===== src/rtl/conv2d_mc.sv =====
// conv2d_mc: streaming multi-channel KxK convolution engine.
// Raster pixels feed K-1 line delays and a KxK window; OutChannels kernels are
// applied in parallel, followed by bias, arithmetic shift, optional ReLU and
// signed saturation into a single registered output stage with handshake.
module conv2d_mc #(
    parameter int LineWidthPx = 160,
    parameter int LineCountPx = 120,
    parameter int WidthIn     = 2,
    parameter int WidthOut    = 16,
    parameter int KernelWidth = 3,
    parameter int WeightWidth = 2,
    parameter int OutChannels = 4,
    parameter int Stride      = 1,
    parameter int BiasWidth   = 8,
    parameter int ShiftWidth  = 4
) (
    input  logic                                                      clk_i,
    input  logic                                                      rst_i,
    input  logic                                                      valid_i,
    output logic                                                      ready_o,
    input  logic [WidthIn-1:0]                                        data_i,
    output logic                                                      valid_o,
    input  logic                                                      ready_i,
    output logic [OutChannels*WidthOut-1:0]                           data_o,
    output logic                                                      last_o,
    input  logic [OutChannels*KernelWidth*KernelWidth*WeightWidth-1:0] weights_i,
    input  logic [OutChannels*BiasWidth-1:0]                          bias_i,
    input  logic [ShiftWidth-1:0]                                     shift_i,
    input  logic                                                      relu_i
);
    localparam int K     = KernelWidth;
    localparam int Taps  = K * K;
    localparam int XW    = (LineWidthPx > 1) ? $clog2(LineWidthPx) : 1;
    localparam int YW    = (LineCountPx > 1) ? $clog2(LineCountPx) : 1;
    localparam int SW    = (Stride > 1) ? $clog2(Stride) : 1;
    localparam int LastX = K - 1 + Stride * ((LineWidthPx - K) / Stride);
    localparam int LastY = K - 1 + Stride * ((LineCountPx - K) / Stride);
    // Accumulator is wide enough that neither the K*K sum nor the bias add can overflow.
    localparam int ProdW = WeightWidth + WidthIn + 1;
    localparam int SumW  = ProdW + $clog2(Taps + 1);
    localparam int AccW0 = (SumW > BiasWidth) ? SumW : BiasWidth;
    localparam int AccW  = ((AccW0 > WidthOut) ? AccW0 : WidthOut) + 1;
    localparam logic signed [AccW-1:0] SatMax = AccW'((2 ** (WidthOut - 1)) - 1);
    localparam logic signed [AccW-1:0] SatMin = ~SatMax;

    logic                            valid_q;
    logic                            last_q;
    logic [OutChannels*WidthOut-1:0] data_q;
    logic                            in_fire;
    logic                            x_wrap;
    logic                            produce;
    logic                            is_last;
    logic [XW-1:0]                   x_q, x_d;
    logic [YW-1:0]                   y_q, y_d;
    logic [SW-1:0]                   px_q, px_d;
    logic [SW-1:0]                   py_q, py_d;
    logic [XW-1:0]                   rd_addr;
    logic [WidthIn-1:0]              dly_col [K];
    logic [WidthIn-1:0]              win_q [K][K];
    logic [WidthIn-1:0]              win_d [K][K];
    logic [OutChannels*WidthOut-1:0] result_d;

    assign ready_o = ~valid_q | ready_i;
    assign in_fire = valid_i & ready_o;
    assign valid_o = valid_q;
    assign last_o  = last_q;
    assign data_o  = data_q;

    assign x_wrap  = (x_q == XW'(LineWidthPx - 1));
    // Phase counters are zero exactly on positions aligned to the stride grid.
    assign produce = (x_q >= XW'(K - 1)) && (y_q >= YW'(K - 1)) &&
                     (px_q == '0) && (py_q == '0);
    assign is_last = (x_q == XW'(LastX)) && (y_q == YW'(LastY));

    // Next raster position and stride phases for the pixel after the accepted one
    always_comb begin
        x_d  = x_q;
        y_d  = y_q;
        px_d = px_q;
        py_d = py_q;
        if (in_fire) begin
            if (x_wrap) begin
                x_d  = '0;
                px_d = '0;
                if (y_q == YW'(LineCountPx - 1)) begin
                    y_d  = '0;
                    py_d = '0;
                end else begin
                    y_d = y_q + 1'b1;
                    if (y_q >= YW'(K - 1)) begin
                        py_d = (py_q == SW'(Stride - 1)) ? '0 : py_q + 1'b1;
                    end
                end
            end else begin
                x_d = x_q + 1'b1;
                if (x_q >= XW'(K - 1)) begin
                    px_d = (px_q == SW'(Stride - 1)) ? '0 : px_q + 1'b1;
                end
            end
        end
    end

    // Position and phase registers
    always_ff @(posedge clk_i) begin
        if (rst_i) begin
            x_q  <= '0;
            y_q  <= '0;
            px_q <= '0;
            py_q <= '0;
        end else begin
            x_q  <= x_d;
            y_q  <= y_d;
            px_q <= px_d;
            py_q <= py_d;
        end
    end

    // The line RAMs are read one cycle ahead at the address of the next pixel,
    // so the registered read data is ready when that pixel is accepted.
    assign rd_addr    = rst_i ? '0 : x_d;
    assign dly_col[0] = data_i;

    genvar gi;
    generate
        for (gi = 1; gi < K; gi++) begin : g_line
            logic [WidthIn-1:0] line_mem [LineWidthPx];
            logic [WidthIn-1:0] line_rd_q;

            // One-line delay: write the incoming column value, prefetch the next slot
            always_ff @(posedge clk_i) begin
                if (in_fire) begin
                    line_mem[x_q] <= dly_col[gi-1];
                end
                line_rd_q <= line_mem[rd_addr];
            end

            assign dly_col[gi] = line_rd_q;
        end
    endgenerate

    // Window after the current pixel: shift left, new right column oldest line on top
    always_comb begin
        for (int r = 0; r < K; r++) begin
            for (int c = 0; c < K - 1; c++) begin
                win_d[r][c] = win_q[r][c+1];
            end
            win_d[r][K-1] = dly_col[K-1-r];
        end
    end

    // Window registers advance only on accepted pixels
    always_ff @(posedge clk_i) begin
        if (rst_i) begin
            for (int r = 0; r < K; r++) begin
                for (int c = 0; c < K; c++) begin
                    win_q[r][c] <= '0;
                end
            end
        end else if (in_fire) begin
            win_q <= win_d;
        end
    end

    generate
        for (gi = 0; gi < OutChannels; gi++) begin : g_chan
            logic signed [AccW-1:0] acc_d;
            logic signed [AccW-1:0] shifted_d;
            logic [WidthOut-1:0]    res_d;

            // Full-precision dot product of the window with this channel's kernel, plus bias
            always_comb begin
                logic [WeightWidth-1:0] w;
                logic [BiasWidth-1:0]   b;
                logic [WidthIn-1:0]     pix;
                b     = bias_i[gi*BiasWidth +: BiasWidth];
                w     = '0;
                pix   = '0;
                acc_d = {{(AccW-BiasWidth){b[BiasWidth-1]}}, b};
                for (int t = 0; t < Taps; t++) begin
                    w   = weights_i[(gi*Taps + t)*WeightWidth +: WeightWidth];
                    pix = win_d[t / K][t % K];
                    if (WidthIn == 1) begin
                        if (pix[0]) begin
                            acc_d = acc_d + {{(AccW-WeightWidth){w[WeightWidth-1]}}, w};
                        end
                    end else begin
                        acc_d = acc_d + {{(AccW-WeightWidth){w[WeightWidth-1]}}, w} *
                                        {{(AccW-WidthIn){1'b0}}, pix};
                    end
                end
            end

            // Floor shift, optional ReLU, then clamp into the signed output range
            always_comb begin
                shifted_d = acc_d >>> shift_i;
                if (relu_i && shifted_d[AccW-1]) begin
                    shifted_d = '0;
                end
                if (shifted_d > SatMax) begin
                    res_d = SatMax[WidthOut-1:0];
                end else if (shifted_d < SatMin) begin
                    res_d = SatMin[WidthOut-1:0];
                end else begin
                    res_d = shifted_d[WidthOut-1:0];
                end
            end

            assign result_d[gi*WidthOut +: WidthOut] = res_d;
        end
    endgenerate

    // Output stage: reloads whenever it is empty or being drained, holds on stall
    always_ff @(posedge clk_i) begin
        if (rst_i) begin
            valid_q <= 1'b0;
            last_q  <= 1'b0;
            data_q  <= '0;
        end else if (ready_o) begin
            valid_q <= in_fire & produce;
            last_q  <= in_fire & produce & is_last;
            if (in_fire & produce) begin
                data_q <= result_d;
            end
        end
    end

endmodule


===== config.mk =====
export PLATFORM = sky130hd
export DESIGN_NAME = conv2d_mc
export DESIGN_NICKNAME = d
export VERILOG_FILES = /design/src/rtl/conv2d_mc.sv
export SDC_FILE = /design/constraint.sdc
export NUM_CORES = 2
export LEC_CHECK = 0
export BUFFER_PORTS_ARGS = -buffer_cell sky130_fd_sc_hd__buf_2
export CAP_MARGIN = 10
export CORE_MARGIN = 3
export CORE_UTILIZATION = 55
export DETAILED_ROUTE_END_ITERATION = 8
export GPL_TIMING_DRIVEN = 1
export PLACE_DENSITY = 0.72
export SYNTH_ARGS = -nofsm -noshare
export SYNTH_HDL_FRONTEND = slang
export SYNTH_SLANG_ARGS = --single-unit

===== constraint.sdc =====
create_clock -name clk_i -period 7.94 [get_ports clk_i]
set_clock_uncertainty 0.2 [all_clocks]
set_input_delay 1.191 -clock clk_i [delete_from_list [all_inputs] [get_ports clk_i]]
set_output_delay 1.191 -clock clk_i [all_outputs]
set_load 0.01 [all_outputs]

---- Word level (Yosys, flattened, before mapping) ----
Memories as Yosys holds them, arrays and structs flattened. A register that Yosys moved wholly into a read port is not among the register bits.
Index checks and enable logic that the tools add are counted.
operators by class
  add/sub/neg operators ................... 40
  magnitude comparators ................... 10
  equality and inequality tests ........... 2
  shifts and indexed selects .............. 4
  multipliers ............................. 36
  muxes and demuxes ....................... 24
  bitwise logic cells ..................... 7
  reduce and logical (&&, ||, !) cells .... 14
operators by type and width
  operator              number
  $mul 2x3->5           36
  $mux 16               8
  $add 16x5->17         4
  $gt 17x16->1 const B  4
  $lt 17x16->1 const B  4
  $mux 17               4
  $sshr 17x4->17        4
  $add 15x5->16         4
  $add 14x5->15         4
  $add 13x5->14         4
  $add 12x5->13         4
  $add 11x5->12         4
  $add 10x5->11         4
  $add 9x5->10          4
  $add 8x5->9           4
  $mux 8                3
  $add 8x1->8 const B   1
  $eq 8x8->1 const B    1
  $ge 8x2->1 const B    1
  $logic_and 1x1->1     8
  $mux 1                8
  $add 7x1->7 const B   1
  $eq 7x7->1 const B    1
  $ge 7x2->1 const B    1
  other kinds (8)       16
storage, ports and cells
  output and inout port bits .............. 67
  memories ................................ 2
  register bits after elaboration ......... 95
  RAM bits ................................ 640
  bits of input ports ..................... 115
  word-level logic and storage cells ...... 152
memory list
  name                depth  width  rd ports  clocked after memory_dff  wr ports  RTL line  RTL
  g_line[1].line_mem  160    2      1         1                         1         126       logic [WidthIn-1:0] line_mem [LineWidthPx];
  g_line[2].line_mem  160    2      1         1                         1         126

---- Longest topological paths before layout ----
  depth after elaboration ................. 16
  depth in mapped cells ................... 25
  mapped depth without buffers ............ 23

---- Worst setup path before layout ----
Ideal clock, no wire load.
  path kind ............................... register -> register
  start ................................... register g_line[1].line_rd_q[1] (read register of g_line[1].line_mem)
  end ..................................... register data_q[33], in the netlist data_o[33]
  path buffers ............................ 1
  period minus slack after synthesis ...... 8,284 ps
  path slack .............................. -344 ps
  arrival ................................. 7,967 ps
  cell stages (with the launch flop) ...... 23
  setup time .............................. 117 ps
  required time ........................... 7,623 ps
  cell sequence ........................... dfxtp_1 -> clkbuf_1 -> nand2_1 -> fa_1 -> inv_1 -> ha_1 -> fa_1 -> inv_1 -> fa_1 -> fa_1 -> inv_1 -> fa_1 -> fa_1 -> a21oi_1 -> o21ai_0 -> a2111oi_0 -> o21bai_1 -> a21oi_1 -> xnor2_1 -> a21oi_1 -> o21ai_0 -> a211o_1 -> a22o_1
between the ends
  longest elaborated chain between the ends .. 11
  elaborated cells between the ends (all ways) .. 12
  classes of those cells .................. 4 x add/sub; 1 x mul; 2 x order compare; 1 x shift; 3 x mux; 1 x reduce/logical
RTL lines
  item                  RTL line  RTL
  from (decl)           127       logic [WidthIn-1:0] line_rd_q;
  $mul 2x3->5 (*)       187       acc_d = acc_d + {{(AccW-WeightWidth){w[WeightWidth-1]}}, w} *
  $add 13x5->14 (*)     187
  $add 14x5->15 (*)     187
  $add 15x5->16 (*)     187
  $add 16x5->17 (*)     187
  $sshr 17x4->17 (*)    195       shifted_d = acc_d >>> shift_i;
  $logic_and 1x1->1     196       if (relu_i && shifted_d[AccW-1]) begin
  $mux 17 (*)           196
  $lt 17x16->1          201       end else if (shifted_d < SatMin) begin
  $mux 16               201
  $mux 16 (*)           199       if (shifted_d > SatMax) begin
  to (signal assigned)  222       data_q <= result_d;
  to (decl)             48        logic [OutChannels*WidthOut-1:0] data_q;
Mark *: on every way between the ends. The rest lies on a longest branch, timed or not.
A chain may end at the register's enable or synchronous reset.

---- Final worst setup path ----
  start ................................... input port data_i[0]
  end ..................................... register data_q[38], in the netlist data_o[38]
between the ends
  longest elaborated chain between the ends .. 8
  elaborated cells between the ends (all ways) .. 9
  classes of those cells .................. 1 x add/sub; 1 x mul; 2 x order compare; 1 x shift; 3 x mux; 1 x reduce/logical
RTL lines
  item                RTL line  RTL
  from (decl)         21        input logic [WidthIn-1:0] data_i,
  $mul 2x3->5 (*)     187
  $add 16x5->17 (*)   187
  $sshr 17x4->17 (*)  195
  $logic_and 1x1->1   196
  $mux 17 (*)         196
  $lt 17x16->1        201
  $mux 16             201
  $mux 16 (*)         199
Marked as above.

==> flow_metrics.env <==
export IMPL_run_status="complete, no violations"
export IMPL_cp_common_cell="fa_1"
export IMPL_required_ps=8270
export IMPL_max_freq_ghz=0.1413
export IMPL_maxCapViolCount=0
export IMPL_nFillCells=6329
export IMPL_dominantRegCellSynth="edfxtp_1"
export IMPL_start_kind="primary input"
export IMPL_cts_resized_gates=0
export IMPL_final_setup_worst_slack_ps=860.4
export IMPL_finalSetupViolCount=0
export IMPL_die_height_um=286.7
export IMPL_seq_area_mm2=0.02117
export IMPL_mappedNetlistArea_mm2=0.04335
export IMPL_max_stage_delay_ps=560
export IMPL_crit_type="primary input to flop"
export IMPL_grt_overflow_total=0
export IMPL_synthCells=4107
export IMPL_place_congestion=0.9770
export IMPL_tritoncts="done"
export IMPL_drcViolationCount=0
export IMPL_cts_hold_buffers=0
export IMPL_antenna_found_initial=2
export IMPL_vias=31883
export IMPL_end_kind="flop"
export IMPL_dr_pass1_iters=9
export IMPL_drv_slew=0
export IMPL_clock_latency_ps=620
export IMPL_grt_max_degree=162
export IMPL_cts_max_level=3
export IMPL_wl_mm=121.5
export IMPL_cts_clk_slew_worst_paths_ps=70
export IMPL_critPathTopFamily="adder cells"
export IMPL_worstPathCellList="buf_4 > nand2b_1 > fa_1 > fa_1 > fa_1 > fa_1 > fa_1 > inv_1 > fa_1 > fa_1 > a21oi_1 > o21ai_0 > a2111oi_0 > buf_4 > o21bai_1 > a21oi_1 > xnor2_1 > mux2i_1 > a211oi_1 > a311oi_1 > a211oi_1"
export IMPL_path_buf_inv=3
export IMPL_cts_root_buf="clkbuf_16"
export IMPL_slowest_stage="fa_1"
export IMPL_row_count=102
export IMPL_gr_usage_all_layers=0.2956
export IMPL_dp_hpwl_mm=82.88
export IMPL_portBuffers=181
export IMPL_min_path_type="flop to flop"
export IMPL_grt_pass1_vias=31781
export IMPL_first_iter_violations=3313
export IMPL_core_mm2=0.07772
export IMPL_nets=4727
export IMPL_yosysWarnings=0
export IMPL_multi_input_area_mm2=0.01950
export IMPL_cts_buffers=75
export IMPL_worst_pin_slew_ps=1064
export IMPL_drive_gt1_frac=0.09472
export IMPL_syn_to_final_growth_pct=9.530
export IMPL_clock_sinks=737
export IMPL_die_area_mm2=0.08222
export IMPL_post_cts_buffers=0
export IMPL_syn_nets=4628
export IMPL_cp_arrival_ps=7410
export IMPL_final_hold_violation_count=0
export IMPL_path_max_fanout=10
export IMPL_yosysSeqAreaShare=0.4881
export IMPL_synth_edf_count=640
export IMPL_post_route_min_period_ps=7080
export IMPL_grt_pass1_wl_mm=186.3
export IMPL_clk_path_buf_depth=3
export IMPL_rsz0062_at_grt="no"
export IMPL_wl_per_cell_um=22.89
export IMPL_pre_cts_slack_ps=326.7
export IMPL_async_flop_share=0
export IMPL_slew_headroom=0.2892
export IMPL_die_w_um=286.7
export IMPL_period_share=0.8916
export IMPL_avgViaCountPerCell=6.009
export IMPL_setup_tns_ps=0
export IMPL_synth_cell_types=80
export IMPL_yosys_register_bits=737
export IMPL_ios=182
export IMPL_start_util=0.5578
export IMPL_ant_nets=0
export IMPL_syn_area_per_cell_um2=10.56
==> cells by family after synthesis <==
| group | Yosys count | share of synthesized area |
|---|---|---|
| fa+ha+maj | 406 | 0.1629 |
| simple gates | 1506 | 0.1505 |
| buf+inv | 668 | 0.06315 |
| compound gates | 660 | 0.1048 |
| flops | 737 | 0.4881 |
| xor+xnor | 51 | 0.01030 |
| mux | 79 | 0.02029 |
==> worst paths after layout <==
| kind | endpoint | slack, ps | depth (start not counted) | from |
|---|---|---|---|---|
| worst min register to register | data_o[43] | 250 | 2 | data_o[43] |
| worst min-delay path | data_o[43] | 250 | 2 | data_o[43] |
| worst max-delay path | data_o[38] | 860 | 21 | data_i[0] |
| worst max register to register | data_o[38] | 980 | 22 | win_d[11] |
==> layer usage <==
| layer | vias up | part of all wire | track usage |
|---|---|---|---|
| met5 | - | 0.00011 | 0 |
| met4 | 2 | 0.047 | 0.1264 |
| met3 | 327 | 0.090 | 0.04996 |
| met2 | 1646 | 0.47 | 0.4845 |
| met1 | 15503 | 0.39 | 0.3915 |
| li1 | 14405 | - | - |
==> metrics by stage <==
step                      utilization  cells  hold WS, ps  cell area [um2]
after floorplan                     -   4107        262.5            43350
after global placement         0.5803   5169        238.6            45100
after detailed placement       0.5803   5169        244.1            45100
after CTS                      0.6109   5305        253.8            47480
after global routing           0.6109   5305        268.9            47480
final                          0.6109   5306        250.2            47480
==> registers in the layout, indices dropped and copies added (netlist names) <==
register	count
win_d	12
data_o	64
y_q	7
x_q	8
last_o	1
valid_o	1
g_line.line_rd_q	4
g_line.line_mem	640
==> cell type report <==
class / count / area share
Multi-Input combinational cell: 2702 / 0.4108
Clock buffer: 97 / 0.04369
Clock inverter: 39 / 0.006324
Tap cell: 1040 / 0.02741
Timing Repair Buffer: 244 / 0.03046
Antenna cell: 1 / 0.00005270
Inverter: 446 / 0.03550
Sequential cell: 737 / 0.4458
==> placed cells by master (no fill, tap or decap), types with 100 or more instances in the layout <==
| cell type | netlist | routed |
|---|---|---|
| inv_1 | 438 | 438 |
| nor2_1 | 340 | 338 |
| ha_1 | 142 | 142 |
| buf_2 | 61 | 179 |
| nand3_1 | 233 | 233 |
| edfxtp_1 | 640 | 640 |
| nand2_1 | 707 | 707 |
| fa_1 | 264 | 264 |
| o21ai_0 | 100 | 100 |
| a21oi_1 | 168 | 166 |
==> worst reg2reg max path: stages (launching register included) <==
cell and delay (ps):
dfxtp_1 770, nand2_1 180, fa_1 580, inv_1 40
ha_1 290, fa_1 500, inv_1 50, fa_1 480
fa_1 500, inv_1 50, fa_1 490, fa_1 430
a21oi_1 180, o21ai_0 130, a2111oi_0 380, buf_4 190
o21bai_1 70, a21oi_1 250, xnor2_1 280, mux2i_1 180
a211oi_1 310, a311oi_1 90, a211oi_1 260
==> synthesized netlist by cell type (all sizes together), types with 38 or more instances <==
master	number	area, um2
dfxtp	97	1942
o21ai	102	510.5
nand2	707	2654
inv	442	1662
nand2b	54	337.8
and2	41	256.5
buf	111	643.1
nor2	341	1282
ha	142	1777
a21oi	168	840.8
edfxtp	640	19220
and3	38	237.7
clkbuf	111	417.9
fa	264	5285
nand3	233	1166
a311oi	72	630.6
mux2i	62	620.6
a211oi	56	420.4
Power is not shown: default switching activity piles up to over one toggle a cycle in this logic, so the estimate is an artifact.
